## config.mk

```make
export PLATFORM = sky130hd
export DESIGN_NAME = pc_fetch_unit_flat
export DESIGN_NICKNAME = d
export VERILOG_FILES = /design/src/rtl/pc_fetch_if.sv /design/src/rtl/pc_fetch_unit.sv /design/src/flat_wrapper.sv
export SDC_FILE = /design/constraint.sdc
export NUM_CORES = 1
export LEC_CHECK = 0
export BUFFER_PORTS_ARGS = -buffer_cell sky130_fd_sc_hd__buf_2
export CORE_MARGIN = 5
export CORE_UTILIZATION = 40
export CTS_CLUSTER_DIAMETER = 60
export DETAILED_ROUTE_END_ITERATION = 12
export GPL_TIMING_DRIVEN = 0
export PLACE_DENSITY = 0.84
export SYNTH_ARGS = -nofsm -noshare
export SYNTH_HDL_FRONTEND = slang
export SYNTH_SLANG_ARGS = --single-unit
```

## constraint.sdc

```tcl
create_clock -name clk -period 2 [get_ports clk]
set_input_delay 0.6 -clock clk [delete_from_list [all_inputs] [get_ports clk]]
set_output_delay 0.6 -clock clk [all_outputs]
set_load 0.02 [all_outputs]
```

## src/rtl/pc_fetch_if.sv

```systemverilog
// pc_fetch_if
//   Bundles every non-clock signal of pc_fetch_unit: the next-PC/control
//   inputs, the instruction-memory req/ack bus and the decode valid/ready
//   handshake.
//   master : the fetch unit side (drives pc_o, imem_*, inst_*, error pulses).
//   slave  : the surrounding core / memory / decode side.
interface pc_fetch_if;
    logic [31:0] npc_i;
    logic        pc_we;
    logic        flush;
    logic [31:0] pc_o;
    logic        imem_req;
    logic [31:0] imem_addr;
    logic        imem_ack;
    logic [31:0] imem_rdata;
    logic [31:0] inst_o;
    logic        inst_valid;
    logic        inst_ready;
    logic        misalign_err;
    logic        fetch_err;

    modport master (
        input  npc_i, pc_we, flush, imem_ack, imem_rdata, inst_ready,
        output pc_o, imem_req, imem_addr, inst_o, inst_valid, misalign_err, fetch_err
    );

    modport slave (
        output npc_i, pc_we, flush, imem_ack, imem_rdata, inst_ready,
        input  pc_o, imem_req, imem_addr, inst_o, inst_valid, misalign_err, fetch_err
    );
endinterface

```

## src/rtl/pc_fetch_unit.sv

```systemverilog
// pc_fetch_unit
//   PC register and instruction-fetch sequencer for the multi-cycle MIPS core.
//   Holds the architectural PC, fetches one word per PC over a req/ack bus and
//   hands the word to decode over valid/ready.
//   Ports:
//     clk   - rising-edge clock
//     rst_n - asynchronous active-low reset
//     bus   - pc_fetch_if.master (npc_i/pc_we/flush in, pc_o out,
//             imem_req/imem_addr/imem_ack/imem_rdata, inst_o/inst_valid/
//             inst_ready, misalign_err, fetch_err)
//   Optional feature: define FETCH_TIMEOUT_EN to enable the fetch timeout
//   (fetch_err pulse, one-cycle request drop, re-request of the same address).
//   Without it fetch_err is constant 0 and a fetch waits for ack forever.
module pc_fetch_unit #(
    parameter logic [31:0] RESET_PC       = 32'h0000_3000,
    parameter int          TIMEOUT_CYCLES = 16
) (
    input  logic       clk,
    input  logic       rst_n,
    pc_fetch_if.master bus
);

    typedef enum logic [2:0] {
        S_BOOT, S_REQ, S_VALID, S_WAIT_NPC, S_DRAIN
    } state_t;

    state_t      state, state_nxt;
    logic [31:0] pc_q, inst_q;
    logic        pend_q;   // PC already loaded while the held instruction waits
    logic        mis_q;
    logic        req, drop, ack_v, pc_load;

    // An ack only counts while a request is actually on the bus.
    assign ack_v   = bus.imem_ack && req;
    // pc_we is honoured only when no fetch is outstanding; flush always wins.
    assign pc_load = (state != S_BOOT) &&
                     (bus.flush || (bus.pc_we && (state == S_VALID || state == S_WAIT_NPC)));

    // ---------------- state register ----------------
    always_ff @(posedge clk or negedge rst_n) begin
        if (!rst_n) state <= S_BOOT;
        else        state <= state_nxt;
    end

    // ---------------- next state ----------------
    always_comb begin
        state_nxt = state;
        case (state)
            S_BOOT: state_nxt = S_REQ;
            S_REQ: begin
                if (bus.flush)  state_nxt = ack_v ? S_REQ : S_DRAIN;
                else if (ack_v) state_nxt = S_VALID;
            end
            S_DRAIN: begin
                // Stale response is thrown away, then refetch from the new PC.
                if (!bus.flush && ack_v) state_nxt = S_REQ;
            end
            S_VALID: begin
                if (bus.flush) state_nxt = S_REQ;
                else if (bus.inst_ready)
                    state_nxt = (bus.pc_we || pend_q) ? S_REQ : S_WAIT_NPC;
            end
            S_WAIT_NPC: begin
                if (bus.flush || bus.pc_we) state_nxt = S_REQ;
            end
            default: state_nxt = S_BOOT;
        endcase
    end

    // ---------------- outputs ----------------
    always_comb begin
        req            = (state == S_REQ || state == S_DRAIN) && !drop;
        bus.imem_req   = req;
        bus.inst_valid = (state == S_VALID);
    end

    assign bus.pc_o         = pc_q;
    assign bus.imem_addr    = pc_q;
    assign bus.inst_o       = inst_q;
    assign bus.misalign_err = mis_q;

    // ---------------- datapath ----------------
    always_ff @(posedge clk or negedge rst_n) begin
        if (!rst_n) begin
            pc_q   <= RESET_PC;
            inst_q <= '0;
            pend_q <= 1'b0;
            mis_q  <= 1'b0;
        end else begin
            if (pc_load) pc_q <= {bus.npc_i[31:2], 2'b00};
            mis_q <= pc_load && (bus.npc_i[1:0] != 2'b00);
            // Data returned in the flush cycle belongs to the old PC.
            if (state == S_REQ && ack_v && !bus.flush) inst_q <= bus.imem_rdata;
            pend_q <= (state_nxt == S_VALID) &&
                      (pend_q || (state == S_VALID && bus.pc_we));
        end
    end

`ifdef FETCH_TIMEOUT_EN
    localparam int CW = $clog2(TIMEOUT_CYCLES + 1);

    logic [CW-1:0] cnt_q;
    logic          drop_q, ferr_q, timeout;

    assign timeout = req && !bus.imem_ack && (cnt_q == CW'(TIMEOUT_CYCLES - 1));

    always_ff @(posedge clk or negedge rst_n) begin
        if (!rst_n) begin
            cnt_q  <= '0;
            drop_q <= 1'b0;
            ferr_q <= 1'b0;
        end else begin
            if (ack_v || timeout || !(state_nxt == S_REQ || state_nxt == S_DRAIN))
                cnt_q <= '0;
            else if (req)
                cnt_q <= cnt_q + 1'b1;
            // Dropping req for one cycle lets memory abandon the old attempt;
            // the same address is re-presented the cycle after.
            drop_q <= timeout;
            ferr_q <= timeout;
        end
    end

    assign drop          = drop_q;
    assign bus.fetch_err = ferr_q;
`else
    assign drop          = 1'b0;
    assign bus.fetch_err = 1'b0;
`endif

endmodule

```

## src/flat_wrapper.sv

```systemverilog
// flat-port wrapper written by rule: the top's interface ports become plain ports
module pc_fetch_unit_flat 
#(
    parameter logic [31:0] RESET_PC       = 32'h0000_3000,
    parameter int          TIMEOUT_CYCLES = 16
)
  (clk, rst_n, bus_npc_i, bus_pc_we, bus_flush, bus_imem_ack, bus_imem_rdata, bus_inst_ready, bus_pc_o, bus_imem_req, bus_imem_addr, bus_inst_o, bus_inst_valid, bus_misalign_err, bus_fetch_err);
  pc_fetch_if bus_i ();
  input  logic clk;
  input  logic rst_n;
  input wire logic [$bits(bus_i.npc_i)-1:0] bus_npc_i;
  input wire logic [$bits(bus_i.pc_we)-1:0] bus_pc_we;
  input wire logic [$bits(bus_i.flush)-1:0] bus_flush;
  input wire logic [$bits(bus_i.imem_ack)-1:0] bus_imem_ack;
  input wire logic [$bits(bus_i.imem_rdata)-1:0] bus_imem_rdata;
  input wire logic [$bits(bus_i.inst_ready)-1:0] bus_inst_ready;
  output wire logic [$bits(bus_i.pc_o)-1:0] bus_pc_o;
  output wire logic [$bits(bus_i.imem_req)-1:0] bus_imem_req;
  output wire logic [$bits(bus_i.imem_addr)-1:0] bus_imem_addr;
  output wire logic [$bits(bus_i.inst_o)-1:0] bus_inst_o;
  output wire logic [$bits(bus_i.inst_valid)-1:0] bus_inst_valid;
  output wire logic [$bits(bus_i.misalign_err)-1:0] bus_misalign_err;
  output wire logic [$bits(bus_i.fetch_err)-1:0] bus_fetch_err;
  assign bus_i.npc_i = bus_npc_i;
  assign bus_i.pc_we = bus_pc_we;
  assign bus_i.flush = bus_flush;
  assign bus_i.imem_ack = bus_imem_ack;
  assign bus_i.imem_rdata = bus_imem_rdata;
  assign bus_i.inst_ready = bus_inst_ready;
  assign bus_pc_o = bus_i.pc_o;
  assign bus_imem_req = bus_i.imem_req;
  assign bus_imem_addr = bus_i.imem_addr;
  assign bus_inst_o = bus_i.inst_o;
  assign bus_inst_valid = bus_i.inst_valid;
  assign bus_misalign_err = bus_i.misalign_err;
  assign bus_fetch_err = bus_i.fetch_err;
  pc_fetch_unit #(.RESET_PC(RESET_PC), .TIMEOUT_CYCLES(TIMEOUT_CYCLES)) u_core (.clk(clk), .rst_n(rst_n), .bus(bus_i));
endmodule
```

After elaboration in Yosys (flattened, before gate mapping)

Cells that the tools add are included.

Register bits after elaboration: 67
Output and inout port bits: 100

Equal/unequal tests: 5
Multiplexer cells: 9
Reductions and logical operators: 19

Operators by type and width:

| kind                 | count |
|---|---|
| $mux W3              | 7 |
| $pmux W3 S5          | 1 |
| $eq A3 B2 Y1 const B | 3 |
| $logic_and A1 B1 Y1  | 9 |
| $logic_or A1 B1 Y1   | 6 |
| $eq A3 B1 Y1 const B | 1 |
| $eq A3 B3 Y1 const B | 1 |
| $logic_not A3 Y1     | 1 |
| $reduce_bool A3 Y1   | 1 |
| $mux W2              | 1 |
| $reduce_bool A2 Y1   | 1 |
| $logic_not A1 Y1     | 1 |

Longest topological paths before layout

Gate-level depths: netlist of run 1.

Depth in word-level cells: 8
Depth in mapped cells: 6

Worst setup path after synthesis of run 1

Ideal clock, no wire load.

Path kind: input to register
From: input port bus_flush
To: register u_core.inst_q[10] (netlist: u_core.bus.inst_o[10])
Arrival: 1.663 ns
Data required time: 1.875 ns
Setup slack: 0.212 ns
Stages on the path: 5
Path buffers: 2
Path through: buf_2 > nand2b_1 > nor3_4 > buf_6 > mux2_2

Longest elaborated chain between the ends: 2

Ends and longest elaborated chain:

| what                 | line                | source |
|---|---|---|
| from (decl)          | flat_wrapper.sv:13  | `input wire logic [$bits(bus_i.flush)-1:0] bus_flush;` |
| $logic_not A1 Y1     | pc_fetch_unit.sv:93 | `if (state == S_REQ && ack_v && !bus.flush) inst_q <= bus.imem_rdata;` |
| $logic_and A1 B1 Y1  | pc_fetch_unit.sv:93 |  |
| to (signal assigned) | pc_fetch_unit.sv:93 |  |
| to (decl)            | pc_fetch_unit.sv:28 | `logic [31:0] pc_q, inst_q;` |

No other way between the ends.
A chain may end at the register's enable or synchronous reset.

Final worst setup path of run 1

From: register u_core.state[1]
To: output port bus_inst_valid

Longest elaborated chain between the ends: 1

Ends and longest elaborated chain:

| what                   | line                | source |
|---|---|---|
| from (decl)            | pc_fetch_unit.sv:27 | `state_t state, state_nxt;` |
| from (signal assigned) | pc_fetch_unit.sv:42 | `else state <= state_nxt;` |
| $eq A3 B2 Y1           | pc_fetch_unit.sv:74 | `bus.inst_valid = (state == S_VALID);` |
| to (decl)              | flat_wrapper.sv:21  | `output wire logic [$bits(bus_i.inst_valid)-1:0] bus_inst_valid;` |

No other way between the ends.

==> results of run 1 <==
## cells in the mapped netlist
cell type and number:
dfrtp_1 65, mux2_2 61, buf_4 35, buf_2 6, nand2_1 4, o21ai_0 4
buf_6 3, a21oi_1 2, dfstp_2 2, nand2b_1 2, nor3b_1 2, a21o_1 1
a31oi_1 1, and3b_1 1, conb_1 1, inv_1 1, mux2_1 1, nand2b_4 1
nand3b_1 1, nor2_1 1, nor2b_1 1, nor3_1 1, nor3_4 1, o21a_1 1
o22ai_1 1, o311a_1 1, o31ai_1 1, xnor2_1 1
## area by class of cell
class                      count  share of cell area, %
clock inverter                 6                   2.21
tap                           99                   3.03
timing repair buffer         163                   20.2
sequential                    67                   41.1
buffer                        44                   7.99
multi-input combinational     95                   22.2
inverter                       1                 0.0919
clock buffer                  10                   3.12
## per-layer routing
| layer | global-route usage [%] | vias up |
|---|---|---|
| li1 | - | 1014 |
| met1 | 15.2 | 1027 |
| met2 | 24.1 | 112 |
| met3 | 5.60 | 10 |
| met4 | 6.25 | 0 |
| met5 | 0 | - |
## registers in the layout, summed over array words and instances (netlist names)
register and cells:
u_core.bus.imem_addr 30, u_core.bus.inst_o 32, u_core.bus.misalign_err 1, u_core.pend_q 1
u_core.state 3
## power breakdown
part | internal (mW) | total, mW | leakage [nW] | switching (mW)
clock network | 0.704 | 1.21 | 0.106 | 0.507
registers | 2.05 | 2.45 | 0.790 | 0.400
logic | 1.80 | 3.99 | 1.20 | 2.19
total | 4.55 | 7.65 | 2.09 | 3.10
## layout by cell type (no fill, tap or decap), types with 2 or more instances in the layout
master | Yosys | layout
buf_2 | 6 | 167
buf_4 | 35 | 36
buf_6 | 3 | 4
bufinv_16 | 0 | 2
clkbuf_8 | 0 | 9
clkinv_4 | 0 | 2
conb_1 | 1 | 5
dfrtp_1 | 65 | 64
dfstp_2 | 2 | 2
mux2_2 | 61 | 61
nand2_1 | 4 | 4
nand2b_1 | 2 | 2
nor3b_1 | 2 | 2
o21ai_0 | 4 | 4
## worst paths after layout
kind / endpoint / slack, ns / cells after the start
setup / recovery: bus_inst_valid / 0.06 / 3
hold / removal: u_core.bus.imem_addr[3]$_DFFE_PN0P_ / 0.35 / 1
setup reg to reg: u_core.bus.inst_o[19]$_DFFE_PN0P_ / 0.28 / 5
hold reg to reg: u_core.bus.inst_o[24]$_DFFE_PN0P_ / 0.50 / 1
max in group asynchronous: u_core.state[0]$_DFF_PN0_ / 1.09 / 1
min in group clk: u_core.bus.misalign_err$_DFF_PN0_ / 0.47 / 2
## logic make-up (layout without fill, tap and decap cells)
kind of cell    count (synthesis)  count (layout)  synth area share, %
flops                          67              67                 57.9
mux                            62              62                 24.1
buf+inv                        45             224                 11.4
simple gates                   15              15                 3.58
compound gates                 12              12                 2.59
other cells                     1               5                0.129
xor+xnor                        1               1                0.302
## repair_timing
action                                  CTS  global route
hold buffers                              0             0
hold endpoints to repair                  0             0
endpoints found under the setup margin    0             2
resized for setup                         0             4
## worst reg2reg max path, stage by stage, from the launching register on
cell and delay [ns]:
dfrtp_1 0.36, buf_2 0.17, nand2b_4 0.18, nor3_4 0.34, buf_6 0.21, mux2_2 0.35
## per-stage QoR
step	instances	setup slack [ns]	power [mW]
after global placement	469	0.0704	6.38
after CTS	485	0.0175	7.73
final	485	0.0595	7.65
after detailed placement	469	0.0351	6.49
after global routing	485	-0.0461	8.14
after floorplan	207	0.212	5.17
==> qor.json, run 1 <==
{
  "critical-path-top-cell-by-count": "buf_2",
  "area_delta_synth_final_pct": 40.9,
  "clk_path_buf_depth": 2,
  "rsz0062_at_grt": "yes",
  "crit_path_cell_trace": "buf_2, nor3b_1, buf_2",
  "via_count_normalized_by_instance_count": 4.46,
  "fin_setup_tns_ns": 0,
  "worst-path-buf-inv": 2,
  "cellPowerDensity_mw_per_mm2": 1870,
  "dp.final_hpwl_mm": 5.10,
  "timing.final.max_slew_violations": 0,
  "finalClockSkew_ns": 0.0101,
  "slew-limit-headroom_pct": 45.5,
  "wire_per_inst_um": 13.4,
  "cpLargestDelayFamily": "buffers and inverters",
  "multi_input_area_um2": 908,
  "first_pass_detailed_route_iteration_total": 4,
  "num-fill-cells": 653,
  "largest_net_degree_at_the_start_of_global_routing": 68,
  "numClockSinks": 67,
  "yosys-top-cells-area": "dfrtp_1 56%, mux2_2 24%, buf_4 9.1%, dfstp_2 1.8%, buf_6 1.2%",
  "timing.hold.worst.class": "in2async",
  "cp.required_ns": 1.40,
  "synth_top_area_cell": "dfrtp_1",
  "tritoncts": "yes",
  "ioPinCount": 170,
  "transition_at_the_pin_with_the_smallest_max_transition_slack_ns": 0.817,
  "totalWireLength_mm": 6.48,
  "floorplan.die.height_um": 95.1,
  "cts.repair_timing.setup_buffer_count": 0,
  "fmax_mhz": 515,
  "reg2reg_from": "u_core.state[2]$_DFF_PN0_",
  "status": "complete, no violations",
  "cts-root-buf": "clkbuf_8",
  "routed-wl-met2_mm": 3.20,
  "share_of_layout_cells_above_drive_strength_1_pct": 74.9,
  "synth_cells": 203,
  "syn_area_per_cell_um2": 14.3,
  "yosysSeqAreaShare_pct": 57.9,
  "setup_viol": 0,
  "worst_path_cell_with_the_longest_stage_delay": "dfrtp_1",
  "final.min_clock_period_ns": 1.94,
  "cp_data_arrival_time_ns": 1.34,
  "grt_first_pass_wirelength_mm": 10.0,
  "dieArea_mm2": 0.00905,
  "total_of_max_cap_violations": 0,
  "grt_antenna_before_repair": 0,
  "buffer_ports.inserted": 163,
  "placement.cell_area_mm2": 0.00386,
  "htreeDepth": 3,
  "synth_warnings": 0,
  "std_cell_rows": 31,
  "power.ir.vdd_worst_uv": 815,
  "synth.distinct_cells": 28,
  "post_synthesis_instance_area_mm2": 0.00290,
  "n_antenna_cell": 0,
  "initial_core_utilization_pct": 40.6,
  "insertion_delay_ns": 0.33,
  "grt.overflow.total": 0,
  "numCtsBuffers": 9,
  "ys_ff_latch": 67,
  "seqCellArea_mm2": 0.00168,
  "layout_worst_path_cycle_share_pct": 97.0,
  "maxUsedRoutingLayer": "met4",
  "worstSetupPathType": "reg2out",
  "met3WireLength_um": 839,
  "core_area_mm2": 0.00714,
  "worstSetupStartpoint": "u_core.state[1]$_DFF_PN0_",
  "finalNetCount": 451,
  "number_of_global_route_vias_before_repair": 2217,
  "drt.antenna.violating_nets": 0,
  "die_w_um": 95.1,
  "synth_top_cell_area_share_pct": 56.1,
  "gpl.final_weighted_congestion": 0.732,
  "start_kind": "flop",
  "design_area_mm2": 0.00409,
  "cts.reportedPaths.clkPinSlew_ns": 0.07,
  "groute.usage.overall_pct": 14.0,
  "crit_path_max_fanout": 10,
  "route.layer.met1.wl_mm": 2.35,
  "layout.core_utilization_pct": 57.2,
  "finalHoldWorstSlack_ns": 0.353,
  "critical-path-max-stage-delay_ns": 0.32,
  "static-leakage-power_nw": 2.09,
  "detailroute.via_count": 2163,
  "detail_route.iter0.violations": 41,
  "drc": 0,
  "worstSetupEndpointType": "output pin",
  "hold_viol_final": 0
}
Note: power is estimated with default switching activity, not from simulation.
==> inputs of run 2 (changes only) <==
- CTS_BUF_LIST: unset -> sky130_fd_sc_hd__clkbuf_8
- CTS_CLUSTER_DIAMETER: 60 -> 30
==> run 2 against run 1 <==
Non-clock buffer count unchanged; clock power about the same; sequential share of layout area unchanged; global-route usage unchanged; first-iteration DRC count unchanged; die area unchanged; critical endpoint unchanged.
==> qor.json, run 2 (synthesis gave the netlist of run 1 again) <==
{
  "transition_at_the_pin_with_the_smallest_max_transition_slack": {"value": 0.817, "unit": "ns", "change": "unchanged"},
  "wire_per_inst": {"value": 13.4, "unit": "um", "change": "about the same"},
  "grt_antenna_before_repair": {"value": 0, "change": "unchanged"},
  "cp.required": {"value": 1.40, "unit": "ns", "change": "about the same"},
  "fin_setup_tns": {"value": 0, "unit": "ns", "change": "unchanged"},
  "reg2reg_to": {"value": "u_core.bus.inst_o[19]$_DFFE_PN0P_", "change": "unchanged"},
  "die_w": {"value": 95.1, "unit": "um", "change": "unchanged"},
  "setup_viol": {"value": 0, "change": "unchanged"},
  "grt.overflow.total": {"value": 0, "change": "unchanged"},
  "num-fill-cells": {"value": 653, "change": "unchanged"},
  "dieArea": {"value": 0.00905, "unit": "mm^2", "change": "unchanged"},
  "n_antenna_cell": {"value": 0, "change": "unchanged"},
  "timing.final.max_slew_violations": {"value": 0, "change": "unchanged"},
  "static-leakage-power": {"value": 2.10, "unit": "nW", "change": "was 2.09 nW"},
  "dp.final_hpwl": {"value": 5.10, "unit": "mm", "change": "unchanged"},
  "cellPowerDensity": {"value": 1870, "unit": "mW/mm^2", "change": "about the same"},
  "worstSetupPathType": {"value": "reg2out", "change": "unchanged"},
  "detail_route.iter0.violations": {"value": 41, "change": "unchanged"},
  "numCtsBuffers": {"value": 9, "change": "unchanged"},
  "critical-path-top-cell-by-count": {"value": "buf_2", "change": "unchanged"},
  "final.min_clock_period": {"value": 1.94, "unit": "ns", "change": "about the same"},
  "totalWireLength": {"value": 6.48, "unit": "mm", "change": "about the same"},
  "std_cell_rows": {"value": 31, "change": "unchanged"},
  "gpl.final_weighted_congestion": {"value": 0.732, "change": "unchanged"},
  "worst_path_cell_with_the_longest_stage_delay": {"value": "dfrtp_1", "change": "unchanged"},
  "insertion_delay": {"value": 0.33, "unit": "ns", "change": "about the same"},
  "slew-limit-headroom": {"value": 45.5, "unit": "%", "change": "unchanged"},
  "first_pass_detailed_route_iteration_total": {"value": 4, "change": "unchanged"},
  "finalNetCount": {"value": 451, "change": "unchanged"},
  "core_area": {"value": 0.00714, "unit": "mm^2", "change": "unchanged"},
  "cts.repair_timing.setup_buffer_count": {"value": 0, "change": "unchanged"},
  "hold_viol_final": {"value": 0, "change": "unchanged"},
  "finalHoldWorstSlack": {"value": 0.353, "unit": "ns", "change": "unchanged"},
  "share_of_layout_cells_above_drive_strength_1": {"value": 74.9, "unit": "%", "change": "unchanged"},
  "drt.antenna.violating_nets": {"value": 0, "change": "unchanged"},
  "initial_core_utilization": {"value": 40.6, "unit": "%", "change": "unchanged"},
  "htreeDepth": {"value": 3, "change": "unchanged"},
  "buffer_ports.inserted": {"value": 163, "change": "unchanged"},
  "numClockSinks": {"value": 67, "change": "unchanged"},
  "start_kind": {"value": "flop", "change": "unchanged"},
  "multi_input_area": {"value": 908, "unit": "um^2", "change": "unchanged"},
  "largest_register_ffs": {"value": 32, "change": "unchanged"},
  "ioPinCount": {"value": 170, "change": "unchanged"},
  "crit_path_cell_trace": {"value": "buf_2, nor3b_1, buf_2", "change": "unchanged"},
  "worstSetupEndpointType": {"value": "output pin", "change": "unchanged"},
  "cts-root-buf": {"value": "clkbuf_8", "change": "unchanged"},
  "number_of_global_route_vias_before_repair": {"value": 2217, "change": "unchanged"},
  "cts_hold_buffers": {"value": 0, "change": "unchanged"},
  "cts.reportedPaths.clkPinSlew": {"value": 0.07, "unit": "ns", "change": "about the same"},
  "power.ir.vdd_worst": {"value": 815, "unit": "uV", "change": "about the same"},
  "status": {"value": "complete, no violations", "change": "unchanged"},
  "clk_path_buf_depth": {"value": 2, "change": "unchanged"},
  "critical-path-max-stage-delay": {"value": 0.32, "unit": "ns", "change": "about the same"},
  "via_count_normalized_by_instance_count": {"value": 4.46, "change": "about the same"},
  "timing.hold.worst.class": {"value": "in2async", "change": "unchanged"},
  "largest_net_degree_at_the_start_of_global_routing": {"value": 68, "change": "unchanged"},
  "grt_first_pass_wirelength": {"value": 10.0, "unit": "mm", "change": "unchanged"},
  "reg2reg_from": {"value": "u_core.state[2]$_DFF_PN0_", "change": "unchanged"},
  "floorplan.die.height": {"value": 95.1, "unit": "um", "change": "unchanged"},
  "timing.reg2reg.worst_path_depth": {"value": 5, "change": "unchanged"},
  "mostFrequentLayoutCells": {"value": "167 x buf_2, 64 x dfrtp_1, 61 x mux2_2, 36 x buf_4, 9 x clkbuf_8", "change": "unchanged"},
  "rsz0062_at_grt": {"value": "yes", "change": "unchanged"},
  "finalClockSkew": {"value": 0.0104, "unit": "ns", "change": "was 0.0101 ns"},
  "seqCellArea": {"value": 0.00168, "unit": "mm^2", "change": "unchanged"},
  "layout_worst_path_cycle_share": {"value": 97.0, "unit": "%", "change": "about the same"},
  "drc": {"value": 0, "change": "unchanged"},
  "post_cts_resize_count": {"value": 0, "change": "unchanged"},
  "crit_path_max_fanout": {"value": 10, "change": "unchanged"},
  "tritoncts": {"value": "yes", "change": "unchanged"},
  "layout.cells.most_common": {"value": "buf_2", "change": "unchanged"},
  "fmax": {"value": 515, "unit": "MHz", "change": "about the same"},
  "detailroute.via_count": {"value": 2162, "change": "was 2163"},
  "groute.usage.overall": {"value": 14.0, "unit": "%", "change": "unchanged"},
  "ff2ff_setup_slack": {"value": 0.28, "unit": "ns", "change": "about the same"},
  "area_delta_synth_final": {"value": 40.9, "unit": "%", "change": "unchanged"},
  "cp_data_arrival_time": {"value": 1.34, "unit": "ns", "change": "about the same"},
  "total_of_max_cap_violations": {"value": 0, "change": "unchanged"}
}
[run 2: how the worst max path moves through the flow]
| stage | start | endpoint | slack (ns) |
|---|---|---|---|
| final | u_core.state[1]$_DFF_PN0_ | bus_inst_valid | 0.06 |
| after global placement | bus_flush | u_core.bus.inst_o[17]$_DFFE_PN0P_ | 0.07 |
| after detailed placement | bus_flush | u_core.bus.inst_o[19]$_DFFE_PN0P_ | 0.04 |
| after CTS | u_core.state[2]$_DFF_PN0_ | bus_imem_req | 0.02 |
| after floorplan | bus_flush | u_core.bus.inst_o[10]$_DFFE_PN0P_ | 0.21 |
| after global routing | u_core.state[1]$_DFF_PN0_ | bus_inst_valid | -0.05 |
[run 2: report_power, final]
| group | internal (mW) | switching [mW] | total (mW) |
|---|---|---|---|
| Sequential | 2.05 | 0.400 | 2.45 |
| Combinational | 1.80 | 2.19 | 3.99 |
| Clock | 0.699 | 0.508 | 1.21 |
| Total | 4.55 | 3.10 | 7.64 |
[run 2: final cells by class]
type                    instances  area share, %
clock buffers                   9           3.03
multi-input cells              95           22.2
inverters                       1         0.0919
plain buffers                  44           7.99
flip-flops and latches         67           41.1
repair buffers                163           20.2
well taps                      99           3.03
clock inverters                 7           2.30
[run 2: layer usage]
layer	up-vias	routed length (um)	track usage, %
met4	0	98	6.25
met5	-	0	0
met2	112	3200	24.1
met3	10	839	5.60
met1	1026	2350	15.2
li1	1014	-	-
[run 2: critical path: cells and delay by family, from the launching register on]
kind,cells,cell delay [ns]
simple gates,1,0.26
buf+inv,2,0.42
flops,1,0.32
[run 2: metrics by stage]
stage / utilization (%) / std cells / power [mW] / setup WS (ns) / instance area (um^2)
3_5_place_dp: 54.0 / 469 / 6.49 / 0.0351 / 3860
3_3_place_gp: 54.0 / 469 / 6.38 / 0.0704 / 3850
4_1_cts: 57.1 / 485 / 7.72 / 0.0175 / 4070
5_1_grt: 57.2 / 485 / 8.14 / -0.0461 / 4090
6_report: 57.2 / 485 / 7.64 / 0.0596 / 4090
2_1_floorplan: - / 207 / 5.17 / 0.212 / 2910
==> inputs of run 3 (changes only) <==
- PLACE_DENSITY: 0.84 -> 0.74
==> run 3 against run 2 <==
Flip-flop and latch count unchanged; combinational power fell by 1%; power fell by 2.7%; fmax rose by 1.9%; sequential share of layout area increased by 0.48 points; clock skew down 0.0049 ns; via count fell by 0.79%; first-iteration DRC count grew 44%; sequential power up 2%; utilization down 0.61 points; largest power group unchanged; cell count down 0.21%.
==> qor.json, run 3 (synthesis gave the netlist of run 1 again) <==
{
  "grt_antenna_before_repair": {"value": 0, "change": "unchanged"},
  "worstSetupPathType": {"value": "reg2out", "change": "unchanged"},
  "static-leakage-power": {"value": 2.07, "unit": "nW", "change": "was 2.10 nW"},
  "reg2reg_to": {"value": "u_core.bus.inst_o[28]$_DFFE_PN0P_", "change": "was u_core.bus.inst_o[19]$_DFFE_PN0P_"},
  "fmax": {"value": 525, "unit": "MHz", "change": "was 515 MHz"},
  "timing.reg2reg.worst_path_depth": {"value": 4, "change": "was 5"},
  "largest_register_ffs": {"value": 32, "change": "unchanged"},
  "hold_viol_final": {"value": 0, "change": "unchanged"},
  "clk_path_buf_depth": {"value": 2, "change": "unchanged"},
  "wire_per_inst": {"value": 13.9, "unit": "um", "change": "was 13.4 um"},
  "numCtsBuffers": {"value": 9, "change": "unchanged"},
  "cts.repair_timing.setup_buffer_count": {"value": 0, "change": "unchanged"},
  "ff2ff_setup_slack": {"value": 0.36, "unit": "ns", "change": "was 0.28 ns"},
  "placement.cell_area": {"value": 0.00386, "unit": "mm^2", "change": "unchanged"},
  "sequentialPowerShare": {"value": 33.5, "unit": "%", "change": "was 32.0%"},
  "dp.final_hpwl": {"value": 5.26, "unit": "mm", "change": "was 5.10 mm"},
  "crit_path_max_fanout": {"value": 10, "change": "unchanged"},
  "setup_viol": {"value": 0, "change": "unchanged"},
  "cts.reportedPaths.clkPinSlew": {"value": 0.07, "unit": "ns", "change": "about the same"},
  "drt.antenna.violating_nets": {"value": 0, "change": "unchanged"},
  "dieArea": {"value": 0.00905, "unit": "mm^2", "change": "unchanged"},
  "insertion_delay": {"value": 0.33, "unit": "ns", "change": "about the same"},
  "detail_route.iter0.violations": {"value": 59, "change": "was 41"},
  "area_delta_synth_final": {"value": 39.4, "unit": "%", "change": "was 40.9%"},
  "p_int": {"value": 4.34, "unit": "mW", "change": "was 4.55 mW"},
  "fin_cells": {"value": 484, "change": "was 485"},
  "number_of_global_route_vias_before_repair": {"value": 2225, "change": "was 2217"},
  "groute.usage.overall": {"value": 14.9, "unit": "%", "change": "was 14.0%"},
  "timing.critical_path.to": {"value": "bus_imem_req", "change": "was bus_inst_valid"},
  "initial_core_utilization": {"value": 40.6, "unit": "%", "change": "unchanged"},
  "transition_at_the_pin_with_the_smallest_max_transition_slack": {"value": 0.838, "unit": "ns", "change": "was 0.817 ns"},
  "grt_first_pass_wirelength": {"value": 10.4, "unit": "mm", "change": "was 10.0 mm"},
  "grt.overflow.total": {"value": 0, "change": "unchanged"},
  "worst_path_cell_with_the_longest_stage_delay": {"value": "dfrtp_2", "change": "was dfrtp_1"},
  "final.min_clock_period": {"value": 1.90, "unit": "ns", "change": "was 1.94 ns"},
  "critical-path-max-stage-delay": {"value": 0.47, "unit": "ns", "change": "was 0.32 ns"},
  "via_count_normalized_by_instance_count": {"value": 4.43, "change": "was 4.46"},
  "worst-path-buf-inv": {"value": 1, "change": "was 2"},
  "slew-limit-headroom": {"value": 44.1, "unit": "%", "change": "was 45.5%"},
  "power.net_switching": {"value": 3.09, "unit": "mW", "change": "was 3.10 mW"},
  "core_area": {"value": 0.00714, "unit": "mm^2", "change": "unchanged"},
  "power_frac_comb": {"value": 53.1, "unit": "%", "change": "was 52.2%"},
  "design_area": {"value": 0.00404, "unit": "mm^2", "change": "was 0.00409 mm^2"},
  "die_w": {"value": 95.1, "unit": "um", "change": "unchanged"},
  "start_kind": {"value": "flop", "change": "unchanged"},
  "buffer_ports.inserted": {"value": 163, "change": "unchanged"},
  "share_of_layout_cells_above_drive_strength_1": {"value": 75.1, "unit": "%", "change": "was 74.9%"},
  "layout.cells.most_common": {"value": "buf_2", "change": "unchanged"},
  "rsz0062_at_grt": {"value": "no", "change": "was yes"},
  "finalClockSkew": {"value": 0.00549, "unit": "ns", "change": "was 0.0104 ns"},
  "placedCellCount": {"value": 469, "change": "unchanged"},
  "cp.depth": {"value": 3, "change": "unchanged"},
  "std_cell_rows": {"value": 31, "change": "unchanged"},
  "cellPowerDensity": {"value": 1840, "unit": "mW/mm^2", "change": "was 1870 mW/mm^2"},
  "worstSetupStartpoint": {"value": "u_core.state[2]$_DFF_PN0_", "change": "was u_core.state[1]$_DFF_PN0_"},
  "first_pass_detailed_route_iteration_total": {"value": 4, "change": "unchanged"},
  "mostFrequentLayoutCells": {"value": "166 x buf_2, 63 x dfrtp_1, 61 x mux2_2, 37 x buf_4, 11 x clkbuf_8", "change": "was 167 x buf_2, 64 x dfrtp_1, 61 x mux2_2, 36 x buf_4, 9 x clkbuf_8"},
  "gpl.final_weighted_congestion": {"value": 0.745, "change": "was 0.732"},
  "tritoncts": {"value": "yes", "change": "unchanged"},
  "ioPinCount": {"value": 170, "change": "unchanged"},
  "total_of_max_cap_violations": {"value": 0, "change": "unchanged"},
  "floorplan.die.height": {"value": 95.1, "unit": "um", "change": "unchanged"},
  "fin_setup_tns": {"value": 0, "unit": "ns", "change": "unchanged"},
  "timing.final.max_slew_violations": {"value": 0, "change": "unchanged"},
  "worstSetupEndpointType": {"value": "output pin", "change": "unchanged"},
  "switching_share": {"value": 41.6, "unit": "%", "change": "was 40.5%"},
  "cpLargestDelayFamily": {"value": "flip-flops", "change": "was buffers and inverters"},
  "htreeDepth": {"value": 3, "change": "unchanged"},
  "crit_path_cell_trace": {"value": "nand2b_4, a21oi_1, buf_4", "change": "was buf_2, nor3b_1, buf_2"},
  "clockPowerShare": {"value": 13.5, "unit": "%", "change": "was 15.8%"},
  "layout_worst_path_cycle_share": {"value": 95.2, "unit": "%", "change": "was 97.0%"},
  "n_antenna_cell": {"value": 0, "change": "unchanged"},
  "numClockSinks": {"value": 67, "change": "unchanged"},
  "power.ir.vdd_worst": {"value": 951, "unit": "uV", "change": "was 815 uV"},
  "cp.required": {"value": 1.40, "unit": "ns", "change": "about the same"},
  "finalNetCount": {"value": 450, "change": "was 451"},
  "cts-root-buf": {"value": "clkbuf_8", "change": "unchanged"},
  "cp_data_arrival_time": {"value": 1.30, "unit": "ns", "change": "was 1.34 ns"},
  "timing.hold.worst.class": {"value": "in2async", "change": "unchanged"},
  "num-fill-cells": {"value": 662, "change": "was 653"},
  "detailroute.via_count": {"value": 2145, "change": "was 2162"},
  "reg2reg_from": {"value": "u_core.state[2]$_DFF_PN0_", "change": "unchanged"},
  "totalWireLength": {"value": 6.73, "unit": "mm", "change": "was 6.48 mm"},
  "status": {"value": "complete, no violations", "change": "unchanged"},
  "largest_net_degree_at_the_start_of_global_routing": {"value": 68, "change": "unchanged"},
  "drc": {"value": 0, "change": "unchanged"}
}
-- run 3: cell count changes in the layout (fill, tap and decap cells not counted), sizes merged --
cell,delta
bufinv,-2
clkbuf,+2
buf,-1
clkinv,-1
clkinvlp,+1
-- run 3: cell type report --
type / instances / area, um^2 / share of cell area, %
flip-flops and latches: 67 / 1680 / 41.6
inverters: 1 / 3.75 / 0.0929
repair buffers: 163 / 821 / 20.3
clock buffers: 11 / 151 / 3.75
plain buffers: 43 / 322 / 7.96
clock inverters: 5 / 28.8 / 0.712
multi-input cells: 95 / 910 / 22.5
well taps: 99 / 124 / 3.07
-- run 3: what timing repair did --
action | CTS | global route
setup endpoints to repair | 0 | 2
gates resized for setup | 0 | 4
hold buffers | 0 | 0
-- run 3: worst min-delay path by stage --
stage | to | from
floorplan | u_core.bus.imem_addr[10]$_DFFE_PN0P_ | rst_n
global placement | u_core.bus.inst_o[7]$_DFFE_PN0P_ | u_core.bus.inst_o[7]$_DFFE_PN0P_
detailed placement | u_core.bus.inst_o[7]$_DFFE_PN0P_ | u_core.bus.inst_o[7]$_DFFE_PN0P_
CTS | u_core.state[0]$_DFF_PN0_ | rst_n
global route | u_core.bus.inst_o[0]$_DFFE_PN0P_ | rst_n
finish | u_core.bus.imem_addr[11]$_DFFE_PN0P_ | rst_n
-- run 3: per-layer routing --
layer  vias to the layer above  global-route usage (%)  share of wire, %
met1                      1016                    16.3                36
met2                       111                    25.1                49
met4                         0                    4.69              0.98
met5                         -                       0                 0
met3                         7                    7.73                13
li1                       1011                       -                 -
-- run 3: power by group through the flow --
stage                     combinational, mW  sequential [mW]  clock (mW)
after floorplan                        1.90             3.26           0
after global placement                 3.96             2.45           0
after detailed placement               4.01             2.50           0
after CTS                              4.02             2.48        1.04
after global routing                   4.20             2.60        1.12
final                                  3.94             2.49        1.00
-- run 3: stage by stage --
stage	utilization (%)	total power, mW	hold WS (ns)	worst slack (ns)
floorplan	-	5.17	0.304	0.212
global placement	54.0	6.41	0.464	0.0342
detailed placement	54.0	6.51	0.477	0.0488
CTS	56.6	7.54	0.394	0.0278
global route	56.6	7.92	0.427	0.0106
finish	56.6	7.43	0.357	0.0967
